**src/rtl/palette_loader.sv**
```systemverilog
// Writable 16-entry RGB332 palette with a valid/ready streaming loader and a registered read port.
// Optional PALETTE_VBLANK_GATE_EN: loader only accepts bytes while vblank is high.
module palette_loader #(
  parameter int ENTRIES = 16,
  parameter int DATA_W  = 8
) (
  input  logic              clk,
  input  logic              rst_n,
  input  logic              start,
  input  logic [3:0]        start_idx,
  input  logic [4:0]        count,
  input  logic              in_valid,
  input  logic [DATA_W-1:0] in_data,
  output logic              in_ready,
  output logic              busy,
  output logic              done,
  input  logic              vblank,
  input  logic [3:0]        rd_idx,
  output logic [DATA_W-1:0] rd_color
);

  // state | meaning
  // IDLE  | waiting for start; no bytes accepted
  // LOAD  | accepting stream bytes into consecutive entries
  // DONE  | one-cycle completion pulse, then back to IDLE
  typedef enum logic [1:0] {IDLE, LOAD, DONE} state_t;

  localparam logic [DATA_W-1:0] RESET_PAL [ENTRIES] = '{
    8'h00, 8'h07, 8'h66, 8'hEF, 8'h00, 8'hF8, 8'hEA, 8'h6F,
    8'h00, 8'h3F, 8'h00, 8'hC9, 8'h38, 8'hAA, 8'hAF, 8'hF6
  };

  state_t            state;
  logic [3:0]        wr_ptr;
  logic [4:0]        remaining;
  logic [DATA_W-1:0] pal [ENTRIES];

`ifdef PALETTE_VBLANK_GATE_EN
  // Hold off writes during active video so a frame never sees a half-loaded palette.
  assign in_ready = (state == LOAD) && vblank;
`else
  logic unused_vblank;
  assign unused_vblank = vblank;
  assign in_ready = (state == LOAD);
`endif

  assign busy = (state != IDLE);
  assign done = (state == DONE);

  always_ff @(posedge clk or negedge rst_n) begin
    if (!rst_n) begin
      state     <= IDLE;
      wr_ptr    <= '0;
      remaining <= '0;
      rd_color  <= '0;
      for (int i = 0; i < ENTRIES; i++) pal[i] <= RESET_PAL[i];
    end else begin
      // Nonblocking read: a same-cycle write to rd_idx returns the old colour.
      rd_color <= pal[rd_idx];
      case (state)
        IDLE: begin
          if (start) begin
            if (count == 5'd0) begin
              state <= DONE;
            end else begin
              wr_ptr    <= start_idx;
              remaining <= (count > 5'd16) ? 5'd16 : count;
              state     <= LOAD;
            end
          end
        end
        LOAD: begin
          if (in_valid && in_ready) begin
            pal[wr_ptr] <= in_data;
            wr_ptr      <= wr_ptr + 4'd1;
            remaining   <= remaining - 5'd1;
            if (remaining == 5'd1) state <= DONE;
          end
        end
        DONE:    state <= IDLE;
        default: state <= IDLE;
      endcase
    end
  end

endmodule
```
**config.mk**
```make
export PLATFORM = sky130hd
export DESIGN_NAME = palette_loader
export DESIGN_NICKNAME = d
export VERILOG_FILES = /design/src/rtl/palette_loader.sv
export SDC_FILE = /design/constraint.sdc
export NUM_CORES = 1
export LEC_CHECK = 0
export BUFFER_PORTS_ARGS = -buffer_cell sky130_fd_sc_hd__buf_2
export CAP_MARGIN = 40
export CELL_PAD_IN_SITES_DETAIL_PLACEMENT = 2
export CELL_PAD_IN_SITES_GLOBAL_PLACEMENT = 2
export CORE_ASPECT_RATIO = 1.75
export CORE_MARGIN = 10
export CORE_UTILIZATION = 32
export CTS_CLUSTER_SIZE = 16
export DETAILED_ROUTE_END_ITERATION = 8
export MAX_ROUTING_LAYER = met4
export PLACE_DENSITY_LB_ADDON = 0.3
export SLEW_MARGIN = 15
export SYNTH_ARGS = -nofsm -noshare
export SYNTH_HDL_FRONTEND = slang
export SYNTH_SLANG_ARGS = --single-unit
```
**constraint.sdc**
```tcl
create_clock -name clk -period 2.7 [get_ports clk]
set_input_delay 0.135 -clock clk [delete_from_list [all_inputs] [get_ports clk]]
set_output_delay 0.135 -clock clk [all_outputs]
set_load 0.1 [all_outputs]
```
==> impl_metrics.tcl, run 1 <==
set metrics [dict create \
    max_freq_mhz 430 \
    multiInputGateArea_sq_um 3110 \
    switchingPower_mw 3.15 \
    wl_um 17400 \
    critPathKind "flip-flop to output pin" \
    internal_power_mw 6.36 \
    drc 0 \
    viasPerCell 4.95 \
    ys_types 42 \
    p_comb_share_pct 33.4 \
    placed_cells 762 \
    rsz0062_at_grt "no" \
    detail-route-antenna-nets 0 \
    p_per_area_nw_per_um2 1180 \
    gr-usage-all-layers_pct 13.4 \
    synth_cells 452 \
    row_count 71 \
    ff_latch_area_sq_um 3750 \
    ioPinCount 37 \
    crit_arrival_ns 2.19 \
    synthesis.nets 484 \
    synth_area_sq_um 7010 \
    cts_buffer_depth 2 \
    pwr-share-clk_pct 23.6 \
    fin_skew_ns 0.0125 \
    start_kind "flip-flop" \
    synth_edf_count 0 \
    fin_nets 523 \
    cts_resized 0 \
    die_h_um 216 \
    syn_to_final_growth_pct 15.4 \
    dr_total_vias 3939 \
    p_seq_share_pct 43.0 \
    drive_gt1_share_pct 61.9 \
    grt_pass1_wl_um 28800 \
    yosysSeqAreaShare_pct 53.6 \
    fill_cells 2184 \
    grt_pass1_vias 4779 \
    peakVddDrop_mv 0.500 \
    drt_iter0_drc 143 \
    period_share_pct 86.2 \
    die_area_sq_um 28400 \
    antenna_found_initial 0 \
    die_w_um 132 \
    cts_tree "built" \
    postSynth.asyncResetShare_pct 100 \
    insertion_delay_ns 0.43 \
    cts_num_sinks 147 \
    grt_overflow 0 \
    fp.coreArea_sq_um 21500 \
    fin_tns_setup_ns 0 \
    port_buffers 35 \
    cts.reportedPaths.clkPinSlew_ns 0.06 \
    endpoint_kind "output pin" \
    worst_slew_pin_slew_ns 0.835 \
    swShare_pct 33.1 \
    setup_viol 0 \
    dp_hpwl_um 12400 \
    worstHoldPathType "input port to flip-flop" \
    syn_avg_cell_area_sq_um 15.5 \
    fin_crit_ns 2.33 \
    antennaDiodeCount 0 \
    route.detailed.wl_per_inst_um 21.9 \
    status "finished clean" \
    synth-seq-cells 147 \
    grt_max_degree 84 \
    start_util_pct 32.6 \
    critPathMaxFanout 13 \
    yosys_warnings 0 \
    slew_headroom_pct 44.2 \
    hold_viol_final 0 \
    ys.flop_type "dfrtp_1" \
    maxSlewViolCount 0 \
    max_cap_viol_count 0 \
    drtPass1Iterations 4 \
    cts_root_buffer "clkbuf_16" \
    final_cell_count_no_fill 796 \
    h-tree-depth 4 \
    p_leak_nw 3.43 \
    cts_made_buffers 17 \
    routabilityCongestion 0.732 \
    worstPathRequired_ns 2.57 \
]
[worst max-delay path: stages, from the launching register on]
cell and delay [ns]:
dfrtp_1 0.47, nor2b_2 0.48, buf_4 0.34, buf_2 0.47
[cells in the mapped netlist (2+ instances only)]
cell      number  area (sq um)
mux2_2       126          1420
dfrtp_1       88          2200
dfstp_2       59          1550
mux4_2        32           721
a22oi_1       16           120
nand2_1       16          60.1
clkbuf_1      13          48.8
a21oi_1       11          55.1
buf_2          7          35.0
nor2_4         7          78.8
ha_1           6          75.1
inv_1          6          22.5
nor2_1         6          22.5
mux2i_1        5          50.1
nor2_8         5           100
nand2b_1       4          25.0
nand3_4        4          70.1
mux2_1         3          33.8
nand3_1        3          15.0
nand4_2        3          37.5
nor2b_1        3          18.8
o21ai_0        3          15.0
a211oi_1       2          15.0
a21o_1         2          15.0
buf_1          2          7.51
buf_6          2          22.5
nand4_1        2          12.5
nand4b_1       2          17.5
[flip-flops by register name, summed over array words and instances (netlist names)]
name       flops
remaining      5
pal          128
wr_ptr         4
state          2
rd_color       8
[power by group through the flow]
| stage | Clock (mW) | Sequential [mW] | Combinational, mW |
|---|---|---|---|
| after global placement | 0 | 3.99 | 3.05 |
| after global routing | 2.41 | 4.25 | 3.44 |
| after CTS | 2.31 | 4.11 | 3.24 |
| after detailed placement | 0 | 4.13 | 3.22 |
| final | 2.25 | 4.09 | 3.17 |
| after floorplan | 0 | 4.29 | 2.24 |
[metrics by stage]
step	util [%]	hold slack [ns]	area (sq um)	power, mW	setup slack (ns)
detailed placement	34.9	0.255	7490	7.35	0.452
CTS	37.5	0.000576	8060	9.66	0.300
finish	37.6	0.00958	8090	9.51	0.372
global route	37.6	0.0145	8090	10.1	0.252
floorplan	-	-0.161	7010	6.53	0.607
global placement	34.9	0.232	7490	7.04	0.521
[area by class of cell]
| cell class | instances | share of cell area (%) |
|---|---|---|
| sequential | 147 | 46.4 |
| tap | 292 | 4.52 |
| timing repair buffer | 45 | 3.45 |
| clock buffer | 27 | 6.22 |
| clock inverter | 5 | 0.650 |
| inverter | 6 | 0.279 |
| multi-input combinational | 274 | 38.5 |
[placed cells by master (no fill, tap or decap), drive strengths merged, types with 2 or more instances in the layout]
cell type / n
mux2: 129
dfrtp: 88
dfstp: 59
buf: 44
mux4: 32
clkbuf: 27
nor2: 18
a22oi: 16
nand2: 16
a21oi: 11
nand3: 7
inv: 6
ha: 6
nand4: 6
mux2i: 5
nand2b: 4
nor2b: 4
o21ai: 3
clkinv: 3
a211oi: 3
nand4b: 2
a21o: 2
[routing by layer]
| layer | part of all wire, % | track usage (%) | vias up |
|---|---|---|---|
| met3 | 1.7 | 2.49 | 16 |
| met5 | 0 | - | - |
| met1 | 38 | 13.6 | 2113 |
| met2 | 59 | 25.2 | 49 |
| met4 | 1.4 | 4.58 | 0 |
| li1 | - | - | 1761 |
[path summary, 6_finish.rpt]
check | from | to | depth (start not counted) | slack [ns]
worst max-delay path | state[1] | in_ready | 3 | 0.37
worst min-delay path | start_idx[3] | wr_ptr[3] | 3 | 0.01
worst max register to register | state[1] | pal[115] | 4 | 0.51
worst min register to register | pal[55] | pal[55] | 1 | 0.49
max in group asynchronous | rst_n | pal[23] | 4 | 1.63
min in group asynchronous | rst_n | wr_ptr[0] | 3 | 0.25
[what timing repair did]
| action | CTS | global route |
|---|---|---|
| hold endpoints to repair | 52 | 0 |
| hold buffers | 1 | 0 |
| buffers inserted | 0 | 0 |
[cell families (layout without fill, tap and decap cells)]
family,after synthesis,count (layout),share of synthesized area [%]
flip-flops,147,147,53.6
multiplexers,166,166,31.7
buffers and inverters,31,83,2.05
AND/OR/NAND/NOR,63,63,7.68
adder cells (fa/ha/maj),6,6,1.07
AO/OA/AOI/OAI,39,39,3.91
Note: power is estimated with default switching activity, not from simulation.
==> run 2, diff against run 1 <==
Settings changed: RECOVER_POWER set to 50.
==> run 2 against run 1 <==
- die area stayed put
- clock power about the same
- via count up 0.36%
- critical path depth stayed put
- sequential share of layout area is 0.14 points higher
- hold slack about the same
- fmax about the same
- sequential power hardly changed
- power fell by 0.13%
- clock skew shrank 0.00068 ns
- critical path type unchanged
- critical endpoint unchanged
==> impl_metrics.tcl, run 2 (synthesis gave the netlist of run 1 again) <==
set metrics [dict create \
    status "finished clean" \
    p_seq_share_pct 43.1 \
    rsz0062_at_grt "no" \
    p_comb_share_pct 33.3 \
    drive_gt1_share_pct 60.5 \
    reg_top3 "pal x128, rd_color x8, remaining x5" \
    gr-usage-all-layers_pct 13.4 \
    r2r_end "remaining[2]" \
    fin_nets 523 \
    fin_tns_setup_ns 0 \
    top_register "pal" \
    critPathKind "flip-flop to output pin" \
    hold_viol_final 0 \
    p_per_area_nw_per_um2 1180 \
    worstPathRequired_ns 2.57 \
    crit_path_max_incr_delay_ns 0.48 \
    setup_viol 0 \
    setup_slack_ns 0.372 \
    pwr-share-clk_pct 23.7 \
    worst_path_max_delay_cell "nor2b_2" \
    route.detailed.wl_per_inst_um 22.0 \
    cp_top_family "buffers and inverters" \
    slew_headroom_pct 13.3 \
    r2r_slack_ns 0.45 \
    grt_pass1_vias 4779 \
    drt_iter0_drc 159 \
    drc 0 \
    internal_power_mw 6.35 \
    crit_start "state[1]" \
    cp_num_buf_inv 2 \
    antenna_found_initial 0 \
    grt_overflow 0 \
    cts_root_buffer "clkbuf_16" \
    die_h_um 216 \
    h-tree-depth 4 \
    worstHoldPathType "input port to flip-flop" \
    met3_length_um 309 \
    period_share_pct 86.2 \
    worstReg2RegStart "state[0]" \
    die_area_sq_um 28400 \
    final_cell_count_no_fill 796 \
    top_layer "met4" \
    routabilityCongestion 0.732 \
    detail-route-antenna-nets 0 \
    endpoint_kind "output pin" \
    cts_num_sinks 147 \
    fin_crit_ns 2.33 \
    max_cap_viol_count 0 \
    cts.reportedPaths.clkPinSlew_ns 0.06 \
    start_util_pct 32.6 \
    dr_total_vias 3953 \
    viasPerCell 4.97 \
    timing.hold.ws_ns 0.0101 \
    wl_met2_um 10300 \
    cts_buffer_depth 2 \
    fin_skew_ns 0.0118 \
    cts_made_buffers 17 \
    cts_resized 0 \
    place_ws_ns 0.452 \
    crit_arrival_ns 2.19 \
    maxSlewViolCount 0 \
    switchingPower_mw 3.15 \
    largest_reg_flops 128 \
    p_leak_nw 3.41 \
    mostFrequentLayoutCells "mux2_2 (126), dfrtp_1 (88), dfstp_2 (59)" \
    reg2reg_depth 5 \
    hold-path-cell-count 3 \
    critPathMaxFanout 13 \
    insertion_delay_ns 0.43 \
    ioPinCount 37 \
    start_kind "flip-flop" \
    antennaDiodeCount 0 \
    grt_max_degree 84 \
    wl_met1_um 6650 \
    row_count 71 \
    swShare_pct 33.1 \
    cp.depth 3 \
    peakVddDrop_mv 0.501 \
    placed_cells 762 \
    syn_to_final_growth_pct 15.0 \
    dp_hpwl_um 12400 \
    wl_um 17500 \
    grt_pass1_wl_um 28800 \
    whs_endpoint "wr_ptr[3]" \
    worst_slew_pin_slew_ns 1.30 \
    cts_tree "built" \
    min_from "start_idx[3]" \
    final_common_cell "mux2_2" \
    path_cells "nor2b_2, buf_4, buf_2" \
    fp.coreArea_sq_um 21500 \
    max_freq_mhz 430 \
    die_w_um 132 \
    port_buffers 35 \
    drtPass1Iterations 4 \
]
run 2: cell types whose count changed in the layout (fill, tap and decap cells not counted), sizes merged:
cell    delta
buf        -7
clkbuf     +7
run 2: layout make-up:
| cell class | count | area [sq um] |
|---|---|---|
| fillers | 2191 | 13400 |
| flip-flops and latches | 147 | 3750 |
| multi-input cells | 274 | 3110 |
| clock buffers | 27 | 503 |
| well taps | 292 | 365 |
| repair buffers | 45 | 254 |
| clock inverters | 5 | 52.6 |
| inverters | 6 | 22.5 |
run 2: stage by stage:
stage          power (mW)  instance area (sq um)  util [%]
4_1_cts              9.66                   8060      37.5
3_3_place_gp         7.04                   7490      34.9
5_1_grt              10.1                   8060      37.5
3_5_place_dp         7.35                   7490      34.9
2_1_floorplan        6.53                   7010         -
6_report             9.50                   8060      37.5
run 2: how the worst max path moves through the flow:
stage / to / slack (ns)
3_3_place_gp: pal[107] / 0.52
4_1_cts: in_ready / 0.30
2_1_floorplan: done / 0.61
3_5_place_dp: pal[100] / 0.45
5_1_grt: remaining[2] / 0.24
6_report: in_ready / 0.37
run 2: power groups by stage:
stage	clock, mW	sequential, mW	combinational [mW]
floorplan	0	4.29	2.24
global placement	0	3.99	3.05
detailed placement	0	4.13	3.22
CTS	2.31	4.11	3.24
global route	2.41	4.25	3.43
finish	2.25	4.09	3.16
run 2: worst register-to-register path, stage by stage, from the launching register on:
cell	delay [ns]
dfrtp_1	0.33
clkbuf_1	0.50
a21oi_1	0.22
a211oi_4	0.68
o21ai_0	0.19
a21o_1	0.22
run 2: repair_timing:
item                                   in CTS  in global routing
hold buffers                                1                  0
buffers inserted                            0                  0
endpoints found under the hold margin      52                  0
run 2: per-layer routing:
layer  global-route usage, %  vias to the layer above
met5                       -                        -
met4                    4.58                        0
met1                    13.6                     2129
met3                    2.49                       17
li1                        -                     1764
met2                    25.2                       43
==> run 3, diff against run 2 <==
Settings changed: PLACE_DENSITY_LB_ADDON 0.3 to 0.05, RECOVER_POWER 50 to not set.
==> run 3 against run 2 <==
- flip-flop and latch count did not move
- register-to-register slack improved by 0.12 ns
- routed wire length rose by 1.6%
- clock skew fell by 0.0048 ns
- via count rose by 0.35%
- clock power rose by 23%
- cell area rose by 2.9%
- fmax rose by 3.4%
- sequential share of layout area fell by 1.3 points
- cell count rose by 0.75%
- clock-buffer cell count fell by 6
- largest cell class unchanged
- highest routed layer unchanged
==> impl_metrics.tcl, run 3 (synthesis gave the netlist of run 1 again) <==
set metrics [dict create \
    status "finished clean" \
    worstHoldPathType "input port to flip-flop" \
    period_share_pct 83.4 \
    antennaDiodeCount 0 \
    dp_hpwl_um 12900 \
    rsz0062_at_grt "no" \
    wl_met1_um 6720 \
    syn_to_final_growth_pct 18.3 \
    start_util_pct 32.6 \
    drc 0 \
    mostFrequentLayoutCells "mux2_2 (126), dfrtp_1 (88), dfstp_2 (59)" \
    largest_reg_flops 128 \
    dr_total_vias 3967 \
    drtPass1Iterations 4 \
    fin_skew_ns 0.00701 \
    reg_top3 "pal x128, rd_color x8, remaining x5" \
    grt_max_degree 65 \
    p_per_area_nw_per_um2 1210 \
    gr-usage-all-layers_pct 13.6 \
    row_count 71 \
    cts_buffer_depth 2 \
    top_register "pal" \
    cts_num_sinks 147 \
    fin_util_pct 38.6 \
    cts_root_buffer "clkbuf_16" \
    max_freq_mhz 444 \
    h-tree-depth 4 \
    insertion_delay_ns 0.43 \
    wl_um 17800 \
    fin_tns_setup_ns 0 \
    die_h_um 216 \
    final_common_cell "mux2_2" \
    drt_iter0_drc 121 \
    worst_slew_pin_slew_ns 0.743 \
    post_cts_buffers 0 \
    slew_headroom_pct 50.3 \
    cts_made_buffers 17 \
    start_kind "flip-flop" \
    p_leak_nw 3.54 \
    timing.hold.ws_ns 0.0245 \
    port_buffers 35 \
    grt_pass1_wl_um 28500 \
    fp.coreArea_sq_um 21500 \
    endpoint_kind "output pin" \
    routabilityCongestion 0.745 \
    hold_viol_final 0 \
    die_area_sq_um 28400 \
    maxSlewViolCount 0 \
    cts_tree "built" \
    fin_crit_ns 2.25 \
    ioPinCount 37 \
    met3_length_um 330 \
    drive_gt1_share_pct 62.5 \
    top_layer "met4" \
    fin_nets 529 \
    wl_met2_um 10600 \
    worstPathRequired_ns 2.57 \
    max_cap_viol_count 0 \
    peakVddDrop_mv 0.452 \
    crit_arrival_ns 2.12 \
    die_w_um 132 \
    critPathMaxFanout 7 \
    critPathKind "flip-flop to output pin" \
    grt_pass1_vias 4675 \
    setup_viol 0 \
    antenna_found_initial 0 \
    route.detailed.wl_per_inst_um 22.2 \
    grt_overflow 0 \
    viasPerCell 4.95 \
    cts.reportedPaths.clkPinSlew_ns 0.06 \
    detail-route-antenna-nets 0 \
]
-- run 3: cell count changes in the layout (fill, tap and decap cells not counted), sizes merged --
cell         change
buf             +10
bufinv           +6
clkinv           +1
dlygate4sd3      +3
clkbuf          -13
clkinvlp         -1
-- run 3: report_power, final --
part / total [mW] / switching [mW] / internal, mW / leakage [nW]
Clock: 2.77 / 0.904 / 1.87 / 0.341
Sequential: 4.08 / 0.563 / 3.52 / 1.72
Combinational: 3.16 / 1.67 / 1.49 / 1.47
-- run 3: layout make-up --
cell class | instances | area [sq um]
Fill cell | 2162 | 13200
Sequential cell | 147 | 3750
Multi-Input combinational cell | 274 | 3110
Clock buffer | 21 | 460
Tap cell | 292 | 365
Timing Repair Buffer | 51 | 349
Clock inverter | 11 | 230
Inverter | 6 | 22.5
-- run 3: timing repair --
item                      CTS  global route
hold endpoints to repair   42             0
hold buffers                4             0
gates resized for setup     0             0
-- run 3: layer usage --
metal	global-route usage, %	vias up
met2	25.5	44
met4	4.13	0
li1	-	1775
met5	-	-
met1	13.6	2138
met3	3.19	10
-- run 3: through the flow --
stage | instance area [sq um] | power (mW) | setup slack [ns] | cells
floorplan | 7010 | 6.53 | 0.607 | 452
global placement | 7550 | 7.14 | 0.592 | 765
detailed placement | 7550 | 7.36 | 0.507 | 765
CTS | 8280 | 10.2 | 0.371 | 801
global route | 8290 | 10.6 | 0.360 | 802
finish | 8290 | 10.0 | 0.448 | 802
-- run 3: worst max-delay path, stage by stage (launching register included) --
cell and delay, ns:
dfrtp_1 0.47, nor2b_2 0.48, buf_4 0.27, buf_2 0.46
-- run 3: final timing paths --
kind                                   start        end  slack, ns  depth (start not counted)
worst max-delay path                state[1]   in_ready       0.45                          3
worst min-delay path            start_idx[2]  wr_ptr[2]       0.02                          3
worst max register to register      state[1]   pal[116]       0.57                          4
worst min register to register       pal[81]    pal[81]       0.50                          1
max in group asynchronous              rst_n    pal[39]       1.58                          3
min in group asynchronous              rst_n     pal[0]       0.27                          2
